File: src/rtl/uart_tx_stream.sv
`default_nettype none
// +----------------------------------------------------------------------------+
// | Module   : uart_tx_stream                                                  |
// | Purpose  : Byte-stream UART transmitter. Bytes arrive over a valid/ready   |
// |            handshake into a one-byte holding register and are shifted out  |
// |            as 8-bit frames (start, 8 data LSB first, optional parity,       |
// |            stop). Frames whose byte is already held go out back-to-back.   |
// |            frame_done pulses after every FRAME_BYTES transmitted bytes.    |
// | Ports    : clk        - system clock, rising edge                          |
// |            reset      - asynchronous, active-low reset                     |
// |            data_in    - byte to transmit                                   |
// |            data_valid - data_in is valid this cycle                        |
// |            ready_tx   - holding register empty, a byte can be taken        |
// |            tx         - registered UART line, idles high                   |
// |            busy       - frame in progress or byte held                     |
// |            frame_done - one-cycle pulse when FRAME_BYTES-th byte completes |
// | Revision : 1.0 - initial release                                           |
// +----------------------------------------------------------------------------+
module uart_tx_stream #(
  parameter int CLKS_PER_BIT = 868,
  parameter int FRAME_BYTES  = 16,
  parameter int PARITY       = 0
) (
  input  logic       clk,
  input  logic       reset,
  input  logic [7:0] data_in,
  input  logic       data_valid,
  output logic       ready_tx,
  output logic       tx,
  output logic       busy,
  output logic       frame_done
);

  localparam int BAUD_W = (CLKS_PER_BIT > 1) ? $clog2(CLKS_PER_BIT) : 1;
  localparam int CNT_W  = (FRAME_BYTES > 1) ? $clog2(FRAME_BYTES + 1) : 1;

  localparam logic [BAUD_W-1:0] BAUD_LAST  = BAUD_W'(CLKS_PER_BIT - 1);
  localparam logic [BAUD_W-1:0] BAUD_ONE   = BAUD_W'(1);
  localparam logic [CNT_W-1:0]  CNT_LAST   = CNT_W'(FRAME_BYTES - 1);
  localparam logic [CNT_W-1:0]  CNT_ONE    = CNT_W'(1);
  localparam logic              PARITY_EN  = (PARITY != 0);
  localparam logic              PARITY_ODD = (PARITY == 2);

  typedef enum logic [2:0] {
    S_IDLE   = 3'd0,
    S_START  = 3'd1,
    S_DATA   = 3'd2,
    S_PARITY = 3'd3,
    S_STOP   = 3'd4
  } state_t;

  state_t            state_q, state_d;
  logic [7:0]        hold_q, hold_d;
  logic              hold_full_q, hold_full_d;
  logic [7:0]        shift_q, shift_d;
  logic [BAUD_W-1:0] baud_q, baud_d;
  logic [2:0]        bit_idx_q, bit_idx_d;
  logic [CNT_W-1:0]  byte_cnt_q, byte_cnt_d;
  logic              tx_q, tx_d;
  logic              frame_done_q, frame_done_d;

  logic accept;
  logic load;
  logic bit_end;

  always_ff @(posedge clk or negedge reset) begin
    if (!reset) begin
      state_q      <= S_IDLE;
      hold_q       <= 8'h00;
      hold_full_q  <= 1'b0;
      shift_q      <= 8'h00;
      baud_q       <= '0;
      bit_idx_q    <= 3'd0;
      byte_cnt_q   <= '0;
      tx_q         <= 1'b1;
      frame_done_q <= 1'b0;
    end else begin
      state_q      <= state_d;
      hold_q       <= hold_d;
      hold_full_q  <= hold_full_d;
      shift_q      <= shift_d;
      baud_q       <= baud_d;
      bit_idx_q    <= bit_idx_d;
      byte_cnt_q   <= byte_cnt_d;
      tx_q         <= tx_d;
      frame_done_q <= frame_done_d;
    end
  end

  always_comb begin
    state_d      = state_q;
    hold_d       = hold_q;
    hold_full_d  = hold_full_q;
    shift_d      = shift_q;
    baud_d       = baud_q;
    bit_idx_d    = bit_idx_q;
    byte_cnt_d   = byte_cnt_q;
    tx_d         = tx_q;
    frame_done_d = 1'b0;
    load         = 1'b0;
    // Accept only into an empty holder; loads only happen from a full one,
    // so the two can never collide on the same edge.
    accept       = data_valid && !hold_full_q;
    bit_end      = (baud_q == BAUD_LAST);

    if (state_q != S_IDLE) begin
      baud_d = bit_end ? '0 : baud_q + BAUD_ONE;
    end

    // tx_d is the line value for the cycle after this edge, which keeps tx
    // a clean register output.
    case (state_q)
      S_IDLE: begin
        tx_d = 1'b1;
        if (hold_full_q) begin
          load = 1'b1;
        end
      end
      S_START: begin
        if (bit_end) begin
          state_d   = S_DATA;
          bit_idx_d = 3'd0;
          tx_d      = shift_q[0];
        end
      end
      S_DATA: begin
        if (bit_end) begin
          if (bit_idx_q == 3'd7) begin
            if (PARITY_EN) begin
              state_d = S_PARITY;
              tx_d    = (^shift_q) ^ PARITY_ODD;
            end else begin
              state_d = S_STOP;
              tx_d    = 1'b1;
            end
          end else begin
            bit_idx_d = bit_idx_q + 3'd1;
            tx_d      = shift_q[bit_idx_q + 3'd1];
          end
        end
      end
      S_PARITY: begin
        if (bit_end) begin
          state_d = S_STOP;
          tx_d    = 1'b1;
        end
      end
      S_STOP: begin
        if (bit_end) begin
          if (byte_cnt_q == CNT_LAST) begin
            byte_cnt_d   = '0;
            frame_done_d = 1'b1;
          end else begin
            byte_cnt_d = byte_cnt_q + CNT_ONE;
          end
          if (hold_full_q) begin
            load = 1'b1;
          end else begin
            state_d = S_IDLE;
            tx_d    = 1'b1;
          end
        end
      end
      default: begin
        state_d = S_IDLE;
        tx_d    = 1'b1;
      end
    endcase

    // Shared by the idle start and the back-to-back start from STOP.
    if (load) begin
      shift_d     = hold_q;
      hold_full_d = 1'b0;
      state_d     = S_START;
      tx_d        = 1'b0;
      baud_d      = '0;
      bit_idx_d   = 3'd0;
    end

    if (accept) begin
      hold_d      = data_in;
      hold_full_d = 1'b1;
    end
  end

  assign ready_tx   = ~hold_full_q;
  assign tx         = tx_q;
  assign busy       = (state_q != S_IDLE) || hold_full_q;
  assign frame_done = frame_done_q;

endmodule
`default_nettype wire
File: config.mk
export PLATFORM = sky130hd
export DESIGN_NAME = uart_tx_stream
export DESIGN_NICKNAME = d
export VERILOG_FILES = /design/src/rtl/uart_tx_stream.sv
export SDC_FILE = /design/constraint.sdc
export NUM_CORES = 1
export LEC_CHECK = 0
export BUFFER_PORTS_ARGS = -buffer_cell sky130_fd_sc_hd__buf_2
export CAP_MARGIN = 10
export CORE_MARGIN = 4
export CORE_UTILIZATION = 50
export DETAILED_ROUTE_END_ITERATION = 10
export GPL_TIMING_DRIVEN = 0
export PLACE_DENSITY = 0.76
export SYNTH_ARGS = -nofsm -noshare
export SYNTH_HDL_FRONTEND = slang
export SYNTH_SLANG_ARGS = --single-unit
File: constraint.sdc
create_clock -name clk -period 2 [get_ports clk]
set_clock_uncertainty 0.05 [all_clocks]
set_input_delay 0.2 -clock clk [delete_from_list [all_inputs] [get_ports clk]]
set_output_delay 0.2 -clock clk [all_outputs]
set_load 0.005 [all_outputs]
==> results of run 1 <==
power breakdown:
| part | leakage (nW) | internal (mW) | switching [mW] |
|---|---|---|---|
| Clock | 0.0614 | 0.408 | 0.297 |
| Combinational | 0.376 | 0.407 | 0.370 |
| Sequential | 0.500 | 1.08 | 0.224 |
| Total | 0.937 | 1.89 | 0.891 |
kinds of logic (layout without fill, tap and decap cells):
family / after synthesis / after routing / share of synthesized area
flip-flops: 40 / 40 / 0.506
XOR/XNOR: 8 / 8 / 0.0354
AND/OR/NAND/NOR: 62 / 62 / 0.183
multiplexers: 21 / 21 / 0.130
AO/OA/AOI/OAI: 23 / 23 / 0.0998
buffers and inverters: 10 / 37 / 0.0208
adder cells (fa/ha/maj): 4 / 4 / 0.0253
state kept, by name, summed over array words and instances (netlist names):
name	flops
hold_full_q	1
baud_q	10
hold_q	8
bit_idx_q	3
tx	1
frame_done	1
byte_cnt_q	5
shift_q	8
state_q	3
stage by stage:
| stage | hold WS, ns | instance area [µm²] |
|---|---|---|
| after global routing | 0.0851 | 2370 |
| after global placement | 0.297 | 2110 |
| after detailed placement | 0.311 | 2110 |
| after CTS | 0.0686 | 2330 |
| final | 0.0658 | 2370 |
| after floorplan | -0.146 | 1980 |
repair_timing:
action | in CTS | in global routing
hold buffers | 1 | 0
cloned | 0 | 0
resized for setup | 11 | 6
setup endpoints to repair | 19 | 19
buffers inserted | 4 | 0
pin swaps | 5 | 4
hold endpoints to repair | 39 | 0
layout make-up:
type | count | area [µm²] | area share
buffer | 5 | 26.3 | 0.0111
clock buffer | 6 | 82.6 | 0.0348
clock inverter | 2 | 38.8 | 0.0164
inverter | 5 | 18.8 | 0.00792
multi-input combinational | 118 | 1030 | 0.433
sequential | 40 | 1010 | 0.424
tap | 48 | 60.1 | 0.0253
timing repair buffer | 19 | 110 | 0.0465
per-layer routing:
layer,vias up,global-route usage,wire length (µm)
li1,673,-,-
met1,697,0.221,1820
met2,33,0.270,1930
met3,8,0.0313,161
met4,0,0.0626,60
met5,-,0,0
worst max path at each step:
| stage | end | from | slack [ns] |
|---|---|---|---|
| 3_3_place_gp | shift_q[2] | baud_q[0] | -0.17 |
| 2_1_floorplan | bit_idx_q[2] | bit_idx_q[0] | 0.02 |
| 5_1_grt | state_q[1] | state_q[2] | -0.10 |
| 6_report | state_q[1] | state_q[2] | -0.007 |
| 4_1_cts | bit_idx_q[2] | bit_idx_q[1] | -0.03 |
| 3_5_place_dp | shift_q[1] | baud_q[0] | -0.24 |
cell usage in the layout (no fill, tap or decap), drive strengths merged, types with 2 or more instances in the layout:
cell type   n
a2111oi     2
a31o        3
and2        3
buf        20
clkbuf      9
dfrtp      39
ha          4
inv         5
mux2       18
mux4        2
nand2      10
nand3       9
nand4       3
nor2       13
nor3        5
nor3b       3
nor4        8
o21a        2
o21ai       4
o31ai       4
or3b        2
xnor2       5
xor2        3
==> summary.txt, run 1 <==
GRT
  • First-pass GRT wire length: 6710 µm
  • Overflow after GRT: 0
  • Gr usage total: 0.166
  • Initial antenna violation count: 0
  • Pin count of the biggest net entering global routing: 41
  • Vias in the first global route: 1,490

Cells and area
  • Area Overhead vs Synth: 19.6%
  • Net count, final: 209
  • Final cell count without fillers: 243
  • ANT cells: 0
  • Util after Layout: 0.633
  • Fill cell count: 308
  • Share of layout cells above drive strength 1: 0.292

Setup path
  • Endpoint kind of the worst setup timing path: register
  • Critical path class: reg2reg
  • R2R depth: 5
  • Critical Path AT: 2.16 ns
  • CP Buf/Inv Count: 1
  • Crit path max-delay family: compound AO/OA/AOI/OAI gates
  • Critical register-to-register path endpoint: state_q[1]
  • Crit path max fanout: 10
  • Startpoint types: register
  • CP max stage cell: dfrtp_1
  • FF-to-FF Start: state_q[2]
  • CP peak stage delay: 0.50 ns
  • R2R setup slack: -0.007 ns
  • Critical-path cell list: clkbuf_1 -> nor3_1 -> a31oi_1 -> o211ai_1 -> o31ai_1
  • CP required: 2.15 ns
  • Crit path depth: 5

Power
  • Max VDD drop: 0.930 mV
  • Leak: 0.937 nW
  • Pwr/cell area: 1180 mW/mm²
  • Tot Pwr: 2.79 mW

Synthesis
  • Main synth FF type: dfrtp_1
  • Sequential-to-total area share from yosys stat: 0.506
  • Warnings, synthesis: 0
  • Gate Count Post-Synth: 168
  • Yosys top cell area share: 0.493
  • Yosys reg bits: 40
  • EDFF count, synth: 0
  • Avg Cell Area, Syn: 11.8 µm²
  • Post-Syn Nets: 183
  • Synth cell count leaders: dfrtp_1, nor2_1, mux2_1, nand2_1, nand3_1
  • Mapped Area: 0.00198 mm²
  • Cell taking the most area after synthesis: dfrtp_1
  • Count leader, synth: dfrtp_1
  • Synth top area cells: dfrtp_1, mux2_1, mux2_2
  • Synth cell types: 48
  • Async SR Flop Fraction: 1.00

Floorplan
  • Die area: 0.00503 mm²
  • Starting density of the core: 0.529
  • I/O pin total: 15
  • Core area: 0.00374 mm²
  • Die height: 70.9 µm
  • Die width: 70.9 µm
  • FP Rows: 22

Clock tree
  • TritonCTS Buffers: 5
  • Clk sinks: 40
  • CTS tree: yes
  • H-Tree Depth: 2
  • Max clock buf depth: 2
  • Worst skew pair latency: 0.30 ns
  • Worst-path clk slew: 0.08 ns
  • Root buffer selected by CTS: clkbuf_8

Route
  • Drt pass-1 iters: 4
  • Vias per cell: 5.81
  • Total Wirelength: 3970 µm
  • # DRC: 0
  • Number of DRC markers in iteration 0: 63
  • Vias: 1,411
  • Post-DRT Antenna Nets: 0
  • Routed len/inst: 16.3 µm

Status
  • Failing checks: negative setup slack
  • Outcome: complete, but fails checks

Worst hold path
  • Hold path startpoint: data_in[7]
  • Worst Hold Path Cells: 2
  • Hold endpoint: hold_q[7]
  • Min-Delay Path Class: in2reg

Timing
  • Max Slew Vio Count: 0
  • Fmax: 0.498 GHz
  • Final period util: 1.00
  • Fin Setup TNS: -0.00675 ns
  • Fin worst setup slack: -0.00675 ns
  • Slew margin rel.: 0.425
  • Fin crit period: 2.01 ns
  • RSZ-0062 raised after global routing: yes
  • Final hold violations: 0
  • Final setup fails: 1
  • Least-Margin Pin Slew: 0.863 ns

Place
  • Port Buffers: 14
  • Placed insts: 230
  • Setup WS pre-CTS: -0.243 ns
  • RePlAce Congestion: 0.843
  • HPWL Detailed: 2720 µm

Flow run
  • MaxCap Viol Count: 0
Note: power is estimated with default switching activity, not from simulation.
==> inputs of run 2 (changes only) <==
--- a/config.mk
+++ b/config.mk
@@ -9,6 +9,7 @@
 export CAP_MARGIN = 10
 export CORE_MARGIN = 4
 export CORE_UTILIZATION = 50
+export CTS_BUF_LIST = sky130_fd_sc_hd__clkbuf_16
 export DETAILED_ROUTE_END_ITERATION = 10
 export GPL_TIMING_DRIVEN = 0
 export PLACE_DENSITY = 0.76
==> summary.txt, run 2 (synthesized netlist as in run 1, its figures left out) <==
Floorplan
  • FP Rows: 22 (unchanged)
  • Starting density of the core: 0.529 (unchanged)
  • Core area: 0.00374 mm² (unchanged)
  • I/O pin total: 15 (unchanged)
  • Die area: 0.00503 mm² (unchanged)
  • Die height: 70.9 µm (unchanged)
  • Die width: 70.9 µm (unchanged)

Status
  • Failing checks: negative hold slack
  • Outcome: complete, but fails checks

GRT
  • Overflow after GRT: 0 (unchanged)
  • Pin count of the biggest net entering global routing: 41 (unchanged)
  • Gr usage total: 0.172 (+0.00639)
  • First-pass GRT wire length: 6870 µm (+2.4%)
  • Initial antenna violation count: 0 (unchanged)
  • Vias in the first global route: 1,511 (+1.4%)

Power
  • Max VDD drop: 0.773 mV (-17%)
  • Leak: 0.957 nW (+2.1%)
  • Pwr/cell area: 1240 mW/mm² (+5.4%)

Timing
  • Slew margin rel.: 0.422 (-0.00305)
  • Hold WS: -0.0167 ns (-0.0824 ns)
  • Fin crit period: 1.98 ns (-0.0250 ns)
  • Least-Margin Pin Slew: 0.867 ns (+0.00457 ns)
  • Final setup fails: 0 (-1)
  • Max Slew Vio Count: 0 (unchanged)
  • Fmax: 0.505 GHz (+1.3%)
  • Final hold violations: 39 (+39)
  • Final period util: 0.991 (-0.0125)
  • RSZ-0062 raised after global routing: yes

Setup path
  • CP max stage cell: dfrtp_2
  • Startpoint types: register
  • Endpoint kind of the worst setup timing path: register
  • Crit path max-delay family: simple AND/OR/NAND/NOR gates
  • CP peak stage delay: 0.42 ns (-0.08 ns)
  • Critical path class: reg2reg
  • Crit path max fanout: 2 (-8)
  • CP most frequent cell: ha_4
  • CP required: 2.12 ns (-0.03 ns)
  • Critical-path cell list: ha_4 -> ha_4 -> or3b_4 -> a2111oi_4 -> mux2i_1 -> nor2_2
  • R2R setup slack: 0.02 ns (+0.03 ns)
  • CP Buf/Inv Count: 0 (-1)
  • Critical Path AT: 2.10 ns (-0.06 ns)

Clock tree
  • Worst skew pair latency: 0.28 ns (-0.02 ns)
  • H-Tree Depth: 2 (unchanged)
  • CTS Hold Bufs: 0 (-1)
  • Worst-path clk slew: 0.06 ns (-0.02 ns)
  • Max clock buf depth: 2 (unchanged)
  • TritonCTS Buffers: 5 (unchanged)
  • Root buffer selected by CTS: clkbuf_16
  • CTS tree: yes
  • Clk sinks: 40 (unchanged)

Cells and area
  • ANT cells: 0 (unchanged)
  • Area Overhead vs Synth: 22.0%
  • Share of layout cells above drive strength 1: 0.292 (unchanged)
  • Most frequent cells in the layout: dfrtp_1, buf_2, nor2_1
  • Util after Layout: 0.645 (+0.0124)
  • Final cell count without fillers: 243 (unchanged)
  • Net count, final: 209 (unchanged)
  • Largest registers: baud_q (10), hold_q (8), shift_q (8)
  • Most common cell after layout, fill and taps aside: dfrtp_1
  • Largest register FFs: 10 (unchanged)
  • Top reg by flops: baud_q

Route
  • Post-DRT Antenna Nets: 0 (unchanged)
  • Drt pass-1 iters: 4 (unchanged)
  • Vias per cell: 5.86 (+0.92%)
  • Number of DRC markers in iteration 0: 77 (+22%)
  • # DRC: 0 (unchanged)
  • Vias: 1,424 (+0.92%)
  • Routed len/inst: 16.2 µm (-0.91%)
  • Total Wirelength: 3940 µm (-0.91%)

Place
  • Port Buffers: 14 (unchanged)
  • HPWL Detailed: 2720 µm (unchanged)
  • RePlAce Congestion: 0.843 (unchanged)
  • Placed insts: 230 (unchanged)

Flow run
  • MaxCap Viol Count: 0 (unchanged)

Worst hold path
  • Min-Delay Path Class: in2async
==> run 2: repair_timing <==
item,in CTS,in global routing
setup endpoints to repair,19,21
pin swaps,4,5
resized for setup,12,5
setup buffers,5,0
==> run 2: report_power, final <==
group	switching, mW	internal (mW)
clock network	0.307	0.585
registers	0.228	1.08
logic	0.373	0.417
total	0.908	2.08
==> run 2: per-layer routing <==
| metal | wire length [µm] | vias to the layer above | part of all wire | global-route usage |
|---|---|---|---|---|
| li1 | - | 681 | - | - |
| met4 | 70 | 0 | 0.018 | 0.0585 |
| met1 | 1680 | 690 | 0.43 | 0.218 |
| met5 | 0 | - | 0 | 0 |
| met2 | 1990 | 43 | 0.51 | 0.285 |
| met3 | 194 | 10 | 0.049 | 0.0469 |
==> run 2: path summary, 6_finish.rpt <==
path	start	endpoint	cells past startpoint
min	reset	hold_q[6]	1
max	bit_idx_q[0]	bit_idx_q[2]	6
min in group clk	data_in[0]	hold_q[0]	2
max reg2reg	bit_idx_q[0]	bit_idx_q[2]	6
max in group asynchronous	reset	baud_q[0]	1
min reg2reg	byte_cnt_q[4]	byte_cnt_q[4]	1
==> run 2: per-stage QoR <==
stage | worst slack [ns] | instance area (µm²) | hold WS [ns] | power (mW) | TNS (ns)
detailed placement | -0.243 | 2110 | 0.311 | 2.02 | -1.99
floorplan | 0.0233 | 1980 | -0.146 | 1.80 | 0
global placement | -0.168 | 2110 | 0.297 | 1.96 | -1.13
global route | -0.0730 | 2420 | 0.0647 | 3.18 | -0.530
finish | 0.0183 | 2420 | -0.0167 | 2.99 | 0
CTS | -0.0233 | 2390 | 0.00957 | 2.97 | -0.0233
==> run 2: final cells by class <==
| cell class | count | area, µm² |
|---|---|---|
| Buffer | 5 | 26.3 |
| Clock buffer | 5 | 125 |
| Clock inverter | 3 | 42.5 |
| Fill cell | 305 | 1330 |
| Inverter | 5 | 18.8 |
| Multi-Input combinational cell | 118 | 1030 |
| Sequential cell | 40 | 1010 |
| Tap cell | 48 | 60.1 |
| Timing Repair Buffer | 19 | 108 |
